===== src/rtl/imem_ctrl.sv =====
`timescale 1ns/1ps
// -----------------------------------------------------------------------------
// imem_ctrl -- instruction-memory controller for the CPU fetch stage.
//
// Owns a DEPTH-word instruction store. After reset it sits in LOAD, where the
// host writes the program while every CPU fetch is stalled. A host_boot_done
// pulse, or filling all DEPTH words, moves it to RUN. In RUN the CPU fetches
// with a registered one-cycle read. Only rst returns the controller to LOAD.
// The store itself is never cleared by reset.
//
// Optional feature macro: IMEM_RUNTIME_WR_EN
//   defined   : host writes are also accepted in RUN. A host write wins over
//               a fetch in the same cycle, and that fetch is stalled.
//   undefined : the store is read-only in RUN (host_wr_ready_o = 0), and
//               fetches are never stalled in RUN.
//
// Ports
//   clk               clock, rising edge
//   rst               asynchronous active-high reset
//   host_wr_valid_i   host write request
//   host_wr_ready_o   host write accepted this cycle
//   host_wr_addr_i    host write word address   [ADDR_W]
//   host_wr_data_i    host write data           [DATA_W]
//   host_boot_done_i  pulse that ends the load phase
//   cpu_fetch_req_i   CPU fetch request
//   cpu_addr_i        fetch word address        [ADDR_W]
//   cpu_stall_o       fetch not granted this cycle (combinational)
//   cpu_instr_o       registered fetch data     [DATA_W]
//   cpu_instr_valid_o cpu_instr_o holds the previous cycle's granted fetch
//   run_o             controller is in RUN
//   words_loaded_o    in-range writes accepted during LOAD [$clog2(DEPTH+1)]
//   addr_fault_o      sticky: an out-of-range address was seen
// -----------------------------------------------------------------------------
module imem_ctrl #(
    parameter int ADDR_W = 15,
    parameter int DATA_W = 32,
    parameter int DEPTH  = 32
) (
    input  logic                       clk,
    input  logic                       rst,
    input  logic                       host_wr_valid_i,
    output logic                       host_wr_ready_o,
    input  logic [ADDR_W-1:0]          host_wr_addr_i,
    input  logic [DATA_W-1:0]          host_wr_data_i,
    input  logic                       host_boot_done_i,
    input  logic                       cpu_fetch_req_i,
    input  logic [ADDR_W-1:0]          cpu_addr_i,
    output logic                       cpu_stall_o,
    output logic [DATA_W-1:0]          cpu_instr_o,
    output logic                       cpu_instr_valid_o,
    output logic                       run_o,
    output logic [$clog2(DEPTH+1)-1:0] words_loaded_o,
    output logic                       addr_fault_o
);

    localparam int IDX_W = (DEPTH > 1) ? $clog2(DEPTH) : 1;
    localparam int WL_W  = $clog2(DEPTH+1);

`ifdef IMEM_RUNTIME_WR_EN
    localparam logic RUN_WR_READY = 1'b1;
`else
    localparam logic RUN_WR_READY = 1'b0;
`endif

    typedef enum logic {
        S_LOAD = 1'b0,
        S_RUN  = 1'b1
    } state_t;

    state_t state_q, state_d;

    logic [DATA_W-1:0] mem [DEPTH];

    logic [WL_W-1:0]   words_loaded_q;
    logic              addr_fault_q;
    logic [DATA_W-1:0] cpu_instr_q;
    logic              cpu_instr_valid_q;

    logic wr_fire;
    logic wr_in_range;
    logic rd_in_range;
    logic grant;
    logic load_count;

    // Compare with one extra bit so DEPTH == 2**ADDR_W does not wrap to zero.
    assign wr_in_range = {1'b0, host_wr_addr_i} < (ADDR_W+1)'(DEPTH);
    assign rd_in_range = {1'b0, cpu_addr_i}     < (ADDR_W+1)'(DEPTH);

    // Kept outside the FSM block: wr_fire feeds the next-state logic.
    assign host_wr_ready_o = (state_q == S_LOAD) | RUN_WR_READY;
    assign wr_fire         = host_wr_valid_i & host_wr_ready_o;

    // Host has priority over a fetch in the same cycle.
    assign grant       = (state_q == S_RUN) & cpu_fetch_req_i & ~wr_fire;
    assign cpu_stall_o = cpu_fetch_req_i & ~grant;

    // Only in-range LOAD writes count; the count saturates at DEPTH.
    assign load_count = (state_q == S_LOAD) & wr_fire & wr_in_range &
                        (words_loaded_q != WL_W'(DEPTH));

    // Next-state and state-decoded outputs
    always_comb begin
        state_d = state_q;
        run_o   = 1'b0;
        case (state_q)
            S_LOAD: begin
                if (host_boot_done_i ||
                    (load_count && (words_loaded_q == WL_W'(DEPTH-1)))) begin
                    state_d = S_RUN;
                end
            end
            S_RUN: begin
                run_o = 1'b1;
            end
            default: state_d = S_LOAD;
        endcase
    end

    always_ff @(posedge clk or posedge rst) begin
        if (rst) begin
            state_q           <= S_LOAD;
            words_loaded_q    <= '0;
            addr_fault_q      <= 1'b0;
            cpu_instr_q       <= '0;
            cpu_instr_valid_q <= 1'b0;
        end else begin
            state_q           <= state_d;
            cpu_instr_valid_q <= grant;
            // An ungranted fetch leaves the previous instruction in place.
            if (grant) begin
                cpu_instr_q <= rd_in_range ? mem[cpu_addr_i[IDX_W-1:0]] : '0;
            end
            if (load_count) begin
                words_loaded_q <= words_loaded_q + 1'b1;
            end
            if ((wr_fire && !wr_in_range) || (grant && !rd_in_range)) begin
                addr_fault_q <= 1'b1;
            end
        end
    end

    // Store has no reset, so a program survives a reset mid-load.
    always_ff @(posedge clk) begin
        if (wr_fire && wr_in_range) begin
            mem[host_wr_addr_i[IDX_W-1:0]] <= host_wr_data_i;
        end
    end

    assign cpu_instr_o       = cpu_instr_q;
    assign cpu_instr_valid_o = cpu_instr_valid_q;
    assign words_loaded_o    = words_loaded_q;
    assign addr_fault_o      = addr_fault_q;

endmodule


===== config.mk =====
export PLATFORM = sky130hd
export DESIGN_NAME = imem_ctrl
export DESIGN_NICKNAME = d
export VERILOG_FILES = /design/src/rtl/imem_ctrl.sv
export SDC_FILE = /design/constraint.sdc
export NUM_CORES = 1
export LEC_CHECK = 0
export ABC_CLOCK_PERIOD_IN_PS = 4180
export CAP_MARGIN = 20
export CORE_ASPECT_RATIO = 2
export CORE_MARGIN = 5
export CORE_UTILIZATION = 25
export DETAILED_ROUTE_END_ITERATION = 8
export SLEW_MARGIN = 10
export SYNTH_ARGS = -nofsm -noshare
export SYNTH_HDL_FRONTEND = slang
export SYNTH_SLANG_ARGS = --single-unit

===== constraint.sdc =====
create_clock -name clk -period 4.18 [get_ports clk]
set_input_delay 0.418 -clock clk [delete_from_list [all_inputs] [get_ports clk]]
set_output_delay 0.418 -clock clk [all_outputs]
set_load 0.02 [all_outputs]

==> flow_summary.json <==
{
  "p_sw_mw": 4.47,
  "worstRegToRegCells": 6,
  "most-common-layout-cells": "edfxtp_1 (1024), mux2i_1 (496), a22oi_1 (248)",
  "setup_viol": 0,
  "crit_family": "simple AND/OR/NAND/NOR gates",
  "num-nets-final": 2513,
  "antenna_left": 0,
  "drt_pass1_iterations": 5,
  "cts.sinks": 1065,
  "syn_avg_cell_area_um2": 18.4,
  "intPower_mw": 16.6,
  "tns_ns": 0,
  "worstSetupPathType": "in2reg",
  "drc_errors": 0,
  "grt.total_usage_pct": 13.0,
  "holdBufCountCts": 0,
  "slew_violations": 0,
  "synth_seq_area_share_pct": 76.6,
  "swShare_pct": 21.2,
  "post_cts_resized": 0,
  "drive_gt1_share_pct": 12.8,
  "vias_per_cell": 4.73,
  "synth-main-ff-cell": "edfxtp_1",
  "synth_area_um2": 41500,
  "async_flop_share_pct": 3.85,
  "gr-total-overflow": 0,
  "clockRootBuffer": "clkbuf_16",
  "seq_power_share_pct": 55.4,
  "critPathSlowestCell": "nor2_4",
  "cts_tree": "done",
  "hold_viol": 0,
  "area_growth_pct": 17.9,
  "period_needed_ns": 2.97,
  "htreeDepth": 3,
  "row_count": 211,
  "antenna_found_initial": 9,
  "p_per_area_nw_per_um2": 431,
  "slew_headroom_pct": 27.4,
  "grt_first_pass_wirelength_um": 167000,
  "arrival_ns": 3.30,
  "ios": 110,
  "finClkSkew_ns": 0.0259,
  "status": "finished clean",
  "drt_iter0_markers": 1805,
  "synth-seq-cells": 1065,
  "max-vdd-ir-drop_v": 0.000268,
  "total_power_mw": 21.1,
  "syn_inst": 2254,
  "r2r_start": "state_q",
  "cp-start-kind": "input pin",
  "die_y_um": 586,
  "synth_edf_count": 1024,
  "clock_power_share_pct": 39.6,
  "start_util_pct": 25.1,
  "routed_wl_um": 118000,
  "tightest_slew_ns": 1.09,
  "coreArea_um2": 165000,
  "clk_latency_ns": 0.65,
  "hp-class": "in2async",
  "cp_cell_sequence": "clkdlybuf4s50_1 -> nor4_1 -> nand4b_1 -> nor2_1 -> nand2_1 -> nor2_4 -> buf_4",
  "numCtsBuffers": 80,
  "yosysWarnings": 0,
  "post-cts-setup-buffers": 0,
  "post-route-period-util_pct": 71.0,
  "layout_commonest_cell": "edfxtp_1",
  "r2r_slack_ns": 1.28,
  "clock_tree.buffer_depth": 3,
  "die_area_um2": 175000,
  "clock.fmax_mhz": 337,
  "critPathCaptureType": "flop",
  "p_leak_nw": 16.3,
  "grt_max_degree": 73,
  "post-dp-hpwl_um": 71900,
  "die_x_um": 298,
  "num_vias": 21900,
  "rsz0062_at_grt": "false",
  "syn_nets": 2323,
  "synthDistinctLibCells": 45,
  "port_buffers": 109,
  "max_cap_violations": 0,
  "worstPathRequired_ns": 4.51,
  "regToRegEndpoint": "mem[0][18]",
  "critPathBufInv": 2,
  "grt_pass1_vias": 22600,
  "crit_fanout": 10,
  "place_congestion": 0.788,
  "combPwrFrac_pct": 5.0,
  "cts.reportedPaths.clkPinSlew_ns": 0.08,
  "post_drt_wl_per_cell_um": 25.5,
  "max_stage_delay_ns": 0.53
}
[how the worst max path moves through the flow]
stage / start / end / slack (ns) / cells past startpoint
floorplan: host_wr_addr_i[8] / mem[28][0] / 1.05 / 5
global placement: host_wr_addr_i[8] / mem[0][31] / 0.57 / 7
detailed placement: host_wr_addr_i[14] / mem[0][15] / 0.60 / 7
CTS: host_wr_addr_i[14] / mem[0][13] / 1.27 / 7
global route: host_wr_addr_i[14] / mem[0][13] / 1.14 / 7
finish: host_wr_addr_i[14] / mem[0][18] / 1.21 / 7
[layout make-up]
cell class	instances	area (um^2)
Inverter	6	22.5
Sequential cell	1065	31800
Fill cell	16100	116000
Antenna cell	3	7.51
Clock buffer	102	2260
Timing Repair Buffer	243	2690
Tap cell	2130	2670
Multi-Input combinational cell	1048	8960
Clock inverter	47	561
[sequential cells by signal, summed over array words and instances (netlist names)]
register	count
addr_fault_o	1
cpu_instr_o	32
cpu_instr_valid_o	1
mem	1024
state_q	1
words_loaded_o	6
[worst register-to-register path: stages, from the launching register on]
cell and delay [ns]:
dfrtp_1 0.44, nand2b_1 0.20, nand4b_1 0.24, nor2_1 0.46
nand2_1 0.37, nor2_4 0.53, buf_4 0.34
[synth_stat cells, drive strengths merged (4+ instances only)]
cell,instances,area share (%)
a21oi,126,1.5
a22o,31,0.65
a22oi,248,4.5
buf,90,2.0
clkbuf,45,0.41
dfrtp,41,2.5
edfxtp,1024,74
inv,6,0.054
mux2,4,0.11
mux2i,496,12
mux4,6,0.33
nand2,15,0.14
nand2b,6,0.090
nand3,4,0.048
nor2,40,0.37
nor2b,8,0.12
nor4,35,0.53
xnor2,4,0.084
[power groups by stage]
stage	clock, mW	combinational (mW)	sequential [mW]
floorplan	0	0.567	11.9
finish	8.36	1.05	11.7
detailed placement	0	1.04	11.9
global placement	0	1.01	11.9
CTS	8.49	1.04	11.7
global route	8.86	1.11	11.7
[per-stage QoR]
step | cells | setup WS, ns | util [%] | hold WS, ns | cell area (um^2)
after floorplan | 2254 | 1.05 | - | 0.513 | 41500
after global placement | 4470 | 0.568 | 27.7 | 0.457 | 45700
after detailed placement | 4479 | 0.602 | 27.8 | 0.463 | 45900
after CTS | 4628 | 1.27 | 29.5 | 0.216 | 48700
after global routing | 4642 | 1.14 | 29.6 | 0.259 | 48900
final | 4644 | 1.21 | 29.6 | 0.226 | 48900
[metal layers]
metal	part of all wire, %	wire (um)	global-route usage, %
met5	0.052	61	0
met4	4.4	5260	5.65
met3	5.3	6250	2.10
met2	55	65600	25.3
met1	35	41200	13.8
[cell families after synthesis]
kind of cell               Yosys count  share of synthesized area [%]
AOI/OAI and AO/OA                  417                           6.90
xor gates and xnor gates             5                          0.106
adders and majority gates            2                         0.0603
buffers and inverters              141                           2.51
DFF                               1065                           76.6
muxes                              506                           12.4
and+or+nand+nor                    118                           1.46
Power figures use the tool's default switching activity.
